### config.mk
export PLATFORM = sky130hd
export DESIGN_NAME = serial_add_ctrl
export DESIGN_NICKNAME = d
export VERILOG_FILES = /design/src/rtl/serial_add_ctrl_pkg.sv /design/src/rtl/serial_add_ctrl_fa.sv /design/src/rtl/serial_add_ctrl.sv
export SDC_FILE = /design/constraint.sdc
export NUM_CORES = 1
export LEC_CHECK = 0
export CAP_MARGIN = 20
export CELL_PAD_IN_SITES_DETAIL_PLACEMENT = 2
export CELL_PAD_IN_SITES_GLOBAL_PLACEMENT = 2
export CORE_ASPECT_RATIO = 1.4
export CORE_MARGIN = 8
export CORE_UTILIZATION = 28
export CTS_CLUSTER_SIZE = 14
export DETAILED_ROUTE_END_ITERATION = 7
export GPL_TIMING_DRIVEN = 0
export PLACE_DENSITY_LB_ADDON = 0.1
export SETUP_SLACK_MARGIN = 0.2
export SLEW_MARGIN = 0
export SYNTH_ARGS = -nofsm -noshare
export SYNTH_HDL_FRONTEND = slang
export SYNTH_HIERARCHICAL = 1
export SYNTH_SLANG_ARGS = --single-unit
### constraint.sdc
create_clock -name clk -period 1.75 [get_ports clk]
set_input_delay 0.35 -clock clk [delete_from_list [all_inputs] [get_ports clk]]
set_output_delay 0.35 -clock clk [all_outputs]
set_load 0.01 [all_outputs]
### src/rtl/serial_add_ctrl_pkg.sv
// rtl/serial_add_ctrl_pkg.sv - shared encodings for the bit-serial add/subtract controller
//
// Purpose: FSM state and operation encodings shared by the controller and its bench.
// Ports:   none (package).

package serial_add_ctrl_pkg;

    typedef enum logic [1:0] {
        ST_IDLE = 2'd0,
        ST_RUN  = 2'd1,
        ST_DONE = 2'd2
    } state_t;

    localparam logic OP_ADD = 1'b0;
    localparam logic OP_SUB = 1'b1;

endpackage

### src/rtl/serial_add_ctrl_fa.sv
// rtl/serial_add_ctrl_fa.sv - 1-bit gate-level full-adder cell
//
// Purpose: single full-adder cell used as the whole datapath of the serial adder.
// Ports:
//   a, b, cin : addend bits and carry-in
//   s, cout   : sum bit and carry-out

module serial_add_ctrl_fa (
    input  logic a,
    input  logic b,
    input  logic cin,
    output logic s,
    output logic cout
);

    logic axb;

    assign axb  = a ^ b;
    assign s    = axb ^ cin;
    assign cout = (a & b) | (cin & axb);

endmodule

### src/rtl/serial_add_ctrl.sv
// rtl/serial_add_ctrl.sv - bit-serial add/subtract controller around one full-adder cell
//
// Purpose: captures WIDTH-bit operands on start, processes one bit per clock LSB
//          first through a single full-adder cell, then presents sum/cout with a
//          one-cycle done pulse.
// Ports:
//   clk, rst   : rising-edge clock, asynchronous active-high reset
//   start      : request, honoured only in IDLE or DONE
//   op         : 0 = add (a + b + cin), 1 = subtract (a - b)
//   a, b, cin  : operands and carry-in (cin ignored for subtract)
//   busy       : high while bits are being processed
//   done       : one-cycle pulse when sum/cout become valid
//   sum, cout  : result and final carry (subtract: 1 = no borrow)

module serial_add_ctrl
    import serial_add_ctrl_pkg::*;
#(
    parameter int WIDTH = 8
) (
    input  logic             clk,
    input  logic             rst,
    input  logic             start,
    input  logic             op,
    input  logic [WIDTH-1:0] a,
    input  logic [WIDTH-1:0] b,
    input  logic             cin,
    output logic             busy,
    output logic             done,
    output logic [WIDTH-1:0] sum,
    output logic             cout
);

    localparam int CNT_W = $clog2(WIDTH + 1);

    state_t             state;
    state_t             next_state;
    logic [WIDTH-1:0]   sh_a;
    logic [WIDTH-1:0]   sh_b;
    logic [WIDTH-1:0]   res;
    logic [WIDTH-1:0]   res_next;
    logic               carry;
    logic [CNT_W-1:0]   cnt;
    logic               fa_s;
    logic               fa_cout;
    logic               last_bit;
    logic               load;

    serial_add_ctrl_fa u_fa (
        .a    (sh_a[0]),
        .b    (sh_b[0]),
        .cin  (carry),
        .s    (fa_s),
        .cout (fa_cout)
    );

    assign last_bit = (cnt == CNT_W'(WIDTH - 1));
    assign load     = start && ((state == ST_IDLE) || (state == ST_DONE));

    // New sum bit enters at the MSB; after WIDTH shifts bit 0 sits at the LSB.
    // Written as shift/or so it also holds for WIDTH == 1.
    assign res_next = (res >> 1) | (WIDTH'(fa_s) << (WIDTH - 1));

    always_ff @(posedge clk or posedge rst) begin
        if (rst) begin
            state <= ST_IDLE;
        end else begin
            state <= next_state;
        end
    end

    always_comb begin
        next_state = state;
        case (state)
            ST_IDLE: if (start) next_state = ST_RUN;
            ST_RUN:  if (last_bit) next_state = ST_DONE;
            ST_DONE: next_state = start ? ST_RUN : ST_IDLE;
            default: next_state = ST_IDLE;
        endcase
    end

    always_comb begin
        busy = 1'b0;
        done = 1'b0;
        case (state)
            ST_RUN:  busy = 1'b1;
            ST_DONE: done = 1'b1;
            default: ;
        endcase
    end

    always_ff @(posedge clk or posedge rst) begin
        if (rst) begin
            sh_a  <= '0;
            sh_b  <= '0;
            res   <= '0;
            carry <= 1'b0;
            cnt   <= '0;
            sum   <= '0;
            cout  <= 1'b0;
        end else if (load) begin
            sh_a  <= a;
            // Subtract as a + ~b + 1: invert B and force the initial carry.
            sh_b  <= (op == OP_SUB) ? ~b : b;
            carry <= (op == OP_SUB) ? 1'b1 : cin;
            cnt   <= '0;
            res   <= '0;
        end else if (state == ST_RUN) begin
            sh_a  <= sh_a >> 1;
            sh_b  <= sh_b >> 1;
            res   <= res_next;
            carry <= fa_cout;
            cnt   <= cnt + CNT_W'(1);
            if (last_bit) begin
                sum  <= res_next;
                cout <= fa_cout;
            end
        end
    end

endmodule
Word level (Yosys, flattened, before mapping):

Index checks and enable logic that the tools add are counted.

* add/sub/neg operators: 1
* multipliers: 0
* divide/modulo/power cells: 0
* magnitude comparators: 0
* equality and inequality tests: 5
* shifts and indexed selects: 0
* muxes and demuxes: 18
* bitwise gates (word level): 8
* reduce and logical (&&, ||, !) cells: 6

Operator list (count)
* 8-bit two-way mux: 7
* 4-bit two-way mux: 2
* 8-bit inverter: 1
* 7-bit by 8-bit OR with 8-bit output: 1
* 1-bit two-way mux: 6
* 2-bit case mux with 3 select lines: 1
* 4-bit by 1-bit adder with 4-bit output, second input constant: 1
* 4-bit by 3-bit equality test with 1-bit output, second input constant: 1
* 2-bit two-way mux: 2
* 2-bit inequality test, second input constant: 2
* 3-bit AND reduction: 1
* 1-bit AND: 2
* 2-bit by 1-bit equality test with 1-bit output, second input constant: 1
* 2-bit equality test, second input constant: 1
* 2-bit logical NOT: 1
* 2-bit AND reduction: 1
* 2-bit nonzero test: 1
* 1-bit XOR: 2
* 1-bit logical AND: 1
* 1-bit logical OR: 1
* 1-bit inverter: 1
* 1-bit OR: 1

* bits in registers: 40
* bits in latches: 0
* RAM bits: 0
* bits in read-only memories: 0
* bits of input ports: 21
* output and inout port bits: 11
* word-level logic and storage cells: 46
* memories kept: 0

Longest topological paths before layout:

Gate-level depths: netlist of run 1.

* depth in word-level cells: 5
* depth in mapped cells: 6
* mapped depth without buffers: 4

Cells and area by module:

The synthesis of run 1 kept the hierarchy.

Modules (own cells, without submodules)
* serial_add_ctrl: times used 1, cells an instance 132, area each 1685.4 sq um, sequential area each 975.9 sq um
* serial_add_ctrl_fa: times used 1, cells an instance 1, area each 20.0 sq um, sequential area each 0.0 sq um

Worst setup path after synthesis of run 1:

No wires, ideal clock.

* kind: reg-to-reg
* start point: reg cnt[0]
* end point: reg cout
* setup time: 0.125 ns
* arrival: 1.255 ns
* slack: 0.370 ns
* cell stages (with the launch flop): 6
* cell sequence: dfrtp_1 > ha_1 > nand2_1 > nor3b_2 > buf_4 > mux2_2

* word-level cells in the longest chain between the ends: 2

Ends and longest elaborated chain
* from (decl): RTL line serial_add_ctrl.sv:42 `logic [CNT_W-1:0] cnt;`
* from (signal assigned): RTL line serial_add_ctrl.sv:112 `cnt <= cnt + CNT_W'(1);`
* 4-bit by 3-bit equality test with 1-bit output: RTL line serial_add_ctrl.sv:56 `assign last_bit = (cnt == CNT_W'(WIDTH - 1));`
* 3-bit AND reduction (no source line)
* to (signal assigned): RTL line serial_add_ctrl.sv:115 `cout <= fa_cout;`
* to (decl): RTL line serial_add_ctrl.sv:30 `output logic cout`

Every way passes these cells.
A chain may end at the register's enable or synchronous reset.

Worst setup path in the final report of run 1:

* start point: reg state[0]
* end point: out busy

* word-level cells in the longest chain between the ends: 2

Ends and longest elaborated chain
* from (decl): RTL line serial_add_ctrl.sv:35 `state_t state;`
* from (signal assigned): RTL line serial_add_ctrl.sv:67 `state <= next_state;`
* 2-bit by 1-bit equality test with 1-bit output: RTL line serial_add_ctrl.sv:84 `case (state)`
* 1-bit two-way mux: RTL line serial_add_ctrl.sv:84
* to (decl): RTL line serial_add_ctrl.sv:27 `output logic busy,`

Every way passes these cells.

==> reports/metrics.yaml, run 1 <==
outcome:
  status: "complete, no violations"
placed_design:
  dp_cells: 233
  gp_congestion: 0.740
  hpwl_mm: 3.03
  port_buffers: 30
  dpl_cell_area_um2: 2090
clock_network:
  cts.sinks: 39
  cts_max_level: 2
  cts_buffer_depth: 2
  clk_latency_ns: 0.29
  cts_tree: "built"
  cts_made_buffers: 5
  clkTransAtPathRegs_ns: 0.07
  root_buffer: "clkbuf_8"
  cts_hold_buffers: 0
logic_synthesis:
  synthFlopType: "dfrtp_1"
  syn_nets: 156
  synth_seq_cells: 39
  synthDistinctLibCells: 21
  synthCells: 133
  seq_area_frac_synth_pct: 57.2
  yosys_warnings: 6
  netlist_area_um2: 1710
  async_flop_share_pct: 100
  syn-mean-instance-area_um2: 12.8
  synth_edf_count: 0
timing:
  finalMaxSlewViolations: 0
  hold_violations: 0
  worst_pin_slew_ns: 0.846
  fin_crit_sh_pct: 91.7
  rsz0062_at_grt: "true"
  timing.fmax_mhz: 623
  finalSetupViolCount: 0
  slew_headroom_pct: 43.5
  finalClockSkew_ns: 0.00337
  period_needed_ns: 1.60
die:
  die_x_um: 82.0
  dieArea_um2: 8880
  coreArea_um2: 5860
  num_io_pins: 32
  initial_utilization_pct: 29.1
  die_h_um: 108
  num_rows: 33
pwr:
  powerDensity_nw_per_um2: 1730
  p_leak_nw: 1.24
  vdd_drop_max_mv: 0.457
worst_setup_path:
  worst-r2r-cell-count: 5
  cp_slowest_cell: "dfrtp_1"
  crit_fanout: 8
  r2r_end: "sum[1]"
  cp_common_cell: "buf_12"
  timing.rr.start: "state[1]"
  worstPathRequired_ns: 1.40
  slowest_delay_ns: 0.41
  path_cells: "and2b_4, buf_12, buf_12, buf_6"
  worst_ep_arrival_time_ns: 1.25
  crit_cells: 4
  startpoint_type: "flop"
  cp-end-kind: "output pin"
  cp_top_family: "flip-flops"
  crit_buf_inv: 3
  ff2ff_setup_slack_ns: 0.16
  timing.critical_path.to: "busy"
  critPathKind: "flop to output pin"
  critPathLaunch: "state[0]"
layout:
  area_delta_synth_final_pct: 39.3
  final_cells: 250
  diodes: 0
  final_layout_size_suffix_gt1_share_pct: 23.9
  nets: 203
  final_area_um2: 2370
global_route:
  grt_pass1_vias: 1362
  antenna_found_initial: 0
  grt_max_degree: 40
  track_usage_pct: 10.4
  grt.overflow.total: 0
  grt_pass1_wl_mm: 7.02
drt:
  vias: 1222
  route.antenna.remaining_nets: 0
  wl_per_cell_um: 17.6
  drt-total-wl_mm: 4.39
  avgViaCountPerCell: 4.89
  drt_first_pass_iters: 3
  drcViolationCount: 0
  drt_iter0_markers: 31
run:
  maxCapViolations: 0
hold_path:
  hold_path.class: "flop to flop"
state kept, by name, summed over array words and instances, names as in the netlist:
signal  flops
sh_b        8
cnt         4
carry       1
res         7
sh_a        8
cout        1
sum         8
state       2
cell usage after synthesis, types with 2 or more instances:
cell type | instances | share of area, %
a21o_1 | 6 | 2.6
a22o_1 | 16 | 8.2
buf_2 | 6 | 1.8
buf_4 | 3 | 1.3
dfrtp_1 | 39 | 57
mux2_2 | 11 | 7.3
mux2i_1 | 10 | 5.9
nand2_1 | 12 | 2.6
nor2_1 | 2 | 0.44
nor2b_1 | 2 | 0.73
o21ai_0 | 9 | 2.6
xor2_1 | 8 | 4.1
timing repair:
item                       CTS  global route
cloned                       0             1
setup endpoints to repair   23            27
resized for setup           16            29
setup buffers                3             6
pin swaps                    0             1
cells by family after synthesis:
family	synth area share [%]
buf+inv	3.30
fa+ha+maj	1.91
flops	57.2
compound gates	14.1
xor+xnor	4.11
simple gates	6.24
mux	13.1
through the flow:
step | worst slack [ns] | TNS (ns) | util (%) | hold WS [ns] | power [mW]
CTS | 0.0850 | 0 | 38.1 | 0.487 | 3.95
floorplan | 0.370 | 0 | - | 0.449 | 2.55
finish | 0.145 | 0 | 40.5 | 0.485 | 4.11
global route | 0.0977 | 0 | 40.5 | 0.506 | 4.43
detailed placement | -0.291 | -5.26 | 35.7 | 0.472 | 3.17
global placement | -0.314 | -16.78 | 35.7 | 0.458 | 3.09
how the worst min path moves through the flow:
| stage | endpoint | start | depth (start not counted) |
|---|---|---|---|
| after global placement | sh_a[6] | sh_a[6] | 1 |
| after global routing | sh_a[6] | sh_a[6] | 1 |
| after floorplan | sh_a[4] | sh_a[4] | 1 |
| final | sh_a[1] | sh_a[1] | 1 |
| after CTS | sh_a[2] | sh_a[2] | 1 |
| after detailed placement | sh_a[6] | sh_a[6] | 1 |
cell type report:
| cell class | count | area (µm²) |
|---|---|---|
| clock buffer | 6 | 82.6 |
| sequential | 39 | 976 |
| timing repair buffer | 40 | 402 |
| inverter | 1 | 3.75 |
| clock inverter | 1 | 5.00 |
| tap | 70 | 87.6 |
| multi-input combinational | 84 | 721 |
| fill | 617 | 3490 |
| buffer | 9 | 97.6 |
per-layer routing:
metal	share of wire (%)	vias to the layer above	track usage [%]	wire length [µm]
li1	-	565	-	-
met1	40	626	11.3	1740
met2	55	25	18.4	2410
met3	4.2	6	2.99	186
met4	1.3	0	3.78	59
met5	0	-	0	0
power breakdown:
group | switching, mW | leakage (nW) | internal [mW]
Sequential | 0.258 | 0.496 | 1.30
Combinational | 0.805 | 0.697 | 1.13
Clock | 0.315 | 0.0470 | 0.309
Total | 1.38 | 1.24 | 2.74
cell usage in the layout (no fill, tap or decap), types with 5 or more instances in the layout:
master | Yosys | final
a21o_1 | 6 | 6
a22o_1 | 16 | 16
buf_4 | 3 | 11
buf_6 | 0 | 5
clkbuf_8 | 0 | 6
clkdlybuf4s50_1 | 0 | 19
dfrtp_1 | 39 | 39
dlymetal6s2s_1 | 0 | 8
mux2_4 | 0 | 9
mux2i_1 | 10 | 10
nand2_1 | 12 | 12
o21ai_0 | 9 | 9
xor2_1 | 8 | 8
Power figures use the tool's default switching activity.
==> run 2, diff against run 1 <==
--- a/config.mk
+++ b/config.mk
@@ -19,5 +19,4 @@
 export SLEW_MARGIN = 0
 export SYNTH_ARGS = -nofsm -noshare
 export SYNTH_HDL_FRONTEND = slang
-export SYNTH_HIERARCHICAL = 1
 export SYNTH_SLANG_ARGS = --single-unit
==> constraint.sdc (replaced) <==
create_clock -name clk -period 1.8 [get_ports clk]
set_input_delay 0.36 -clock clk [delete_from_list [all_inputs] [get_ports clk]]
set_output_delay 0.36 -clock clk [all_outputs]
set_load 0.01 [all_outputs]
==> reports/metrics.yaml, run 2 <==
outcome:
  status: "complete, no violations"
run:
  maxCapViolations: 0
timing:
  period_needed_ns: 1.61
  finalSetupViolCount: 0
  finalClockSkew_ns: 0.00820
  slew_headroom_pct: 45.1
  rsz0062_at_grt: "true"
  timing.fmax_mhz: 621
  hold_violations: 0
  fin_crit_sh_pct: 89.5
  finalSetupTns_ns: 0
  worst_pin_slew_ns: 0.822
  finalMaxSlewViolations: 0
worst_setup_path:
  critPathKind: "flop to output pin"
  cp_common_cell: "buf_8"
  cp-end-kind: "output pin"
  crit_cells: 4
  cp_top_family: "flip-flops"
  startpoint_type: "flop"
  ff2ff_setup_slack_ns: 0.20
  worst_ep_arrival_time_ns: 1.25
  slowest_delay_ns: 0.41
  worst-r2r-cell-count: 5
  critPathLaunch: "state[0]"
  path_cells: "and2b_4, buf_8, buf_8, buf_6"
  timing.critical_path.to: "busy"
  worstPathRequired_ns: 1.44
  crit_fanout: 8
  r2r_end: "sum[1]"
  cp_slowest_cell: "dfrtp_1"
  crit_buf_inv: 3
  timing.rr.start: "state[1]"
die:
  num_rows: 33
  initial_utilization_pct: 29.2
  die_x_um: 82.0
  dieArea_um2: 8900
  coreArea_um2: 5860
  num_io_pins: 32
  die_h_um: 108
drt:
  wirelength_met1_mm: 1.71
  highest_layer: "met4"
  drcViolationCount: 0
  wl_met3_um: 206
  vias: 1200
  met2_length_mm: 2.33
  drt_first_pass_iters: 4
  avgViaCountPerCell: 4.80
  drt-total-wl_mm: 4.27
  drt_iter0_markers: 29
  wl_per_cell_um: 17.1
  route.antenna.remaining_nets: 0
global_route:
  track_usage_pct: 10.2
  grt_pass1_wl_mm: 6.86
  grt_max_degree: 40
  grt_pass1_vias: 1373
  antenna_found_initial: 0
  grt.overflow.total: 0
placed_design:
  dpl_cell_area_um2: 2100
  gp_congestion: 0.710
  hpwl_mm: 3.02
  port_buffers: 30
logic_synthesis:
  syn_nets: 156
  synthFlopType: "dfrtp_1"
  synthCells: 133
  synth_seq_cells: 39
  synth.most_common_cell: "dfrtp_1"
  netlist_area_um2: 1710
  synth_edf_count: 0
  seq_area_frac_synth_pct: 57.1
  yosys_warnings: 0
  synth.largest_area_cell: "dfrtp_1"
  synthDistinctLibCells: 22
  synth_area_leaders: "dfrtp_1 (57%), a22o_1 (8.7%), mux2_1 (6.6%)"
  yosysTopAreaCellShare_pct: 57.1
  synthTopCellsByCount: "dfrtp_1 (39), a22o_1 (17), nand2_1 (11), mux2_1 (10), mux2i_1 (9)"
  async_flop_share_pct: 100
  syn-mean-instance-area_um2: 12.9
pwr:
  powerDensity_nw_per_um2: 1750
  p_leak_nw: 1.15
  vdd_drop_max_mv: 0.369
  finalPower_mw: 4.09
clock_network:
  cts_hold_buffers: 0
  cts_made_buffers: 5
  cts_max_level: 2
  cts_buffer_depth: 2
  cts_tree: "built"
  cts.sinks: 39
  clk_latency_ns: 0.29
  clkTransAtPathRegs_ns: 0.08
  root_buffer: "clkbuf_8"
layout:
  nFillCells: 609
  layout_common_cells: "dfrtp_1 (39), clkdlybuf4s50_1 (26), a22o_1 (17)"
  area_delta_synth_final_pct: 36.5
  diodes: 0
  layout_commonest_cell: "dfrtp_1"
  final_layout_size_suffix_gt1_share_pct: 16.7
  top_regs: "sh_a x8, sh_b x8, sum x8"
  nets: 202
  final_area_um2: 2330
hold_path:
  hold_path.class: "flop to flop"
  hold_path.startpoint: "sum[4]"
run 2: cell families (layout without fill, tap and decap cells):
logic type,count (synthesis),in the layout,share of synthesized area [%]
xor+xnor,9,9,4.61
mux,19,19,11.9
flops,39,39,57.1
simple gates,21,21,6.52
buf+inv,10,57,3.29
compound gates,33,33,14.7
fa+ha+maj,2,2,1.90
run 2: timing repair:
item	CTS	global route
hold endpoints to repair	0	0
endpoints found under the setup margin	12	27
buffers inserted	2	7
resized for setup	12	7
pin swaps	0	1
run 2: final cells by class:
class / count / area [µm²] / share of cell area [%]
Sequential cell: 39 / 976 / 41.8
Timing Repair Buffer: 39 / 373 / 16.0
Clock inverter: 2 / 60.1 / 2.57
Inverter: 1 / 3.75 / 0.161
Clock buffer: 6 / 72.6 / 3.11
Buffer: 9 / 83.8 / 3.59
Tap cell: 70 / 87.6 / 3.75
Multi-Input combinational cell: 84 / 677 / 29.0
run 2: through the flow:
stage | std cells | hold slack [ns] | util (%) | setup slack [ns]
after floorplan | 133 | 0.450 | - | 0.413
after global routing | 250 | 0.516 | 39.8 | 0.139
final | 250 | 0.490 | 39.8 | 0.189
after CTS | 243 | 0.493 | 38.6 | 0.131
after global placement | 233 | 0.459 | 35.8 | -0.343
after detailed placement | 233 | 0.473 | 35.8 | -0.240
run 2: layer usage:
metal	vias up	track usage, %
met2	26	18.0
met3	2	3.65
met5	-	0
li1	559	-
met4	0	3.78
met1	613	10.6
run 2: where the power goes:
| group | internal [mW] | leakage, nW | total, mW | switching (mW) |
|---|---|---|---|---|
| registers | 1.26 | 0.497 | 1.52 | 0.254 |
| clock network | 0.554 | 0.0654 | 0.867 | 0.312 |
| logic | 0.967 | 0.592 | 1.70 | 0.735 |
run 2: worst min path at each step:
stage | cells after the start | to
global placement | 1 | sh_a[3]
detailed placement | 1 | sh_a[1]
floorplan | 1 | sh_a[1]
finish | 1 | sum[4]
global route | 1 | sh_a[5]
CTS | 1 | sum[7]
run 2: worst register-to-register path, delay by kind of cell (launching register included):
family	cells	cell delay (ns)
mux	1	0.34
flops	1	0.39
buf+inv	2	0.31
simple gates	2	0.45
==> run 3, diff against run 2 <==
--- a/config.mk
+++ b/config.mk
@@ -10,7 +10,7 @@
 export CELL_PAD_IN_SITES_GLOBAL_PLACEMENT = 2
 export CORE_ASPECT_RATIO = 1.4
 export CORE_MARGIN = 8
-export CORE_UTILIZATION = 28
+export CORE_UTILIZATION = 34
 export CTS_CLUSTER_SIZE = 14
 export DETAILED_ROUTE_END_ITERATION = 7
 export GPL_TIMING_DRIVEN = 0
==> reports/metrics.yaml, run 3 (same netlist as run 2, synthesis figures left out) <==
timing:
  rsz0062_at_grt: "true"
  hold_violations: 0
  timing.fmax_mhz: 628
  worst_pin_slew_ns: 0.810
  setup_ws_ns: 0.207
  finalSetupViolCount: 0
  finalMaxSlewViolations: 0
  slew_headroom_pct: 45.9
  finalClockSkew_ns: 0.00855
  finalSetupTns_ns: 0
  fin_crit_sh_pct: 88.5
  period_needed_ns: 1.59
drt:
  vias: 1211
  route.antenna.remaining_nets: 0
  drcViolationCount: 0
  drt_first_pass_iters: 4
  drt_iter0_markers: 22
  avgViaCountPerCell: 5.07
  drt-total-wl_mm: 4.27
  wl_per_cell_um: 17.9
worst_setup_path:
  crit_fanout: 10
  worstPathRequired_ns: 1.97
  cp-end-kind: "flop"
  timing.rr.start: "state[1]"
  critPathLaunch: "state[1]"
  r2r_end: "cout"
  ff2ff_setup_slack_ns: 0.21
  startpoint_type: "flop"
  critPathKind: "flop to flop"
  worst-r2r-cell-count: 5
  worst_ep_arrival_time_ns: 1.76
  timing.critical_path.to: "cout"
layout:
  nets: 197
  diodes: 0
  top_regs: "sh_a x8, sh_b x8, sum x8"
  area_delta_synth_final_pct: 32.9
  layout_commonest_cell: "dfrtp_1"
  layout_common_cells: "dfrtp_1 (39), clkdlybuf4s50_1 (24), a22o_1 (17)"
  final_layout_size_suffix_gt1_share_pct: 14.9
clock_network:
  root_buffer: "clkbuf_8"
  clkTransAtPathRegs_ns: 0.08
  cts_tree: "built"
  cts_made_buffers: 5
  cts.sinks: 39
  cts_max_level: 2
  cts_buffer_depth: 2
  clk_latency_ns: 0.29
die:
  dieArea_um2: 7580
  num_io_pins: 32
  die_x_um: 75.9
  initial_utilization_pct: 35.3
  num_rows: 30
  coreArea_um2: 4840
  die_h_um: 99.9
pwr:
  swShare_pct: 33.4
  power_switching_mw: 1.30
  internal_power_mw: 2.59
  seqPwrFrac_pct: 39.3
  vdd_drop_max_mv: 0.493
  powerDensity_nw_per_um2: 1710
  clock_power_share_pct: 19.3
  power_frac_comb_pct: 41.4
  p_leak_nw: 1.14
placed_design:
  dpl_worst_slack_ns: -0.245
  port_buffers: 30
  hpwl_mm: 3.19
  gp_congestion: 0.775
run:
  maxCapViolations: 0
global_route:
  grt_pass1_wl_mm: 7.30
  antenna_found_initial: 0
  track_usage_pct: 11.9
  grt_pass1_vias: 1451
  grt.overflow.total: 0
  grt_max_degree: 40
outcome:
  status: "complete, no violations"
hold_path:
  hold_path_depth: 1
  hold_path.class: "flop to flop"
[run 3: per-stage QoR]
step / util (%) / total power [mW] / std cells / cell area, µm² / hold slack (ns)
global route: 46.9 / 4.18 / 239 / 2270 / 0.508
floorplan: - / 2.47 / 133 / 1710 / 0.450
detailed placement: 43.2 / 3.07 / 227 / 2090 / 0.471
finish: 46.9 / 3.89 / 239 / 2270 / 0.490
global placement: 43.2 / 2.94 / 227 / 2090 / 0.460
CTS: 46.3 / 3.93 / 237 / 2240 / 0.492
[run 3: what timing repair did]
| item | CTS | global route |
|---|---|---|
| hold buffers | 0 | 0 |
| resized for setup | 14 | 6 |
| hold endpoints to repair | 0 | 0 |
| buffers inserted | 2 | 2 |
| endpoints found under the setup margin | 12 | 27 |
| gates cloned | 0 | 0 |
[run 3: critical path, cell delays in order (launching register included)]
cell and delay [ns]:
dfrtp_1 0.38, and2b_4 0.26, buf_4 0.13, nor3b_2 0.19, buf_6 0.18, mux2_1 0.33
[run 3: worst min path at each step]
stage / startpoint / end / slack [ns]
finish: sh_a[6] / sh_a[6] / 0.49
global route: sh_a[1] / sh_a[1] / 0.51
global placement: sh_a[5] / sh_a[5] / 0.46
CTS: sh_a[1] / sh_a[1] / 0.49
floorplan: sh_a[1] / sh_a[1] / 0.45
detailed placement: sh_a[1] / sh_a[1] / 0.47
[run 3: layout make-up]
type	instances	area [µm²]
Tap cell	64	80.1
Clock inverter	2	35.0
Sequential cell	39	976
Multi-Input combinational cell	84	677
Fill cell	499	2570
Clock buffer	6	82.6
Buffer	9	81.3
Inverter	1	3.75
Timing Repair Buffer	34	337
[run 3: layer usage]
layer,track usage [%],share of wire [%],wire [µm],vias to the layer above
li1,-,-,-,549
met1,12.1,40,1710,623
met2,22.2,55,2330,30
met3,2.42,3.2,137,9
met4,6.52,2.3,97,0
met5,0,0,0,-
[run 3: power by group through the flow]
stage | Clock, mW | Combinational, mW | Sequential, mW
floorplan | 0 | 0.966 | 1.50
global placement | 0 | 1.43 | 1.51
detailed placement | 0 | 1.52 | 1.55
CTS | 0.780 | 1.61 | 1.54
global route | 0.812 | 1.79 | 1.58
finish | 0.750 | 1.61 | 1.53
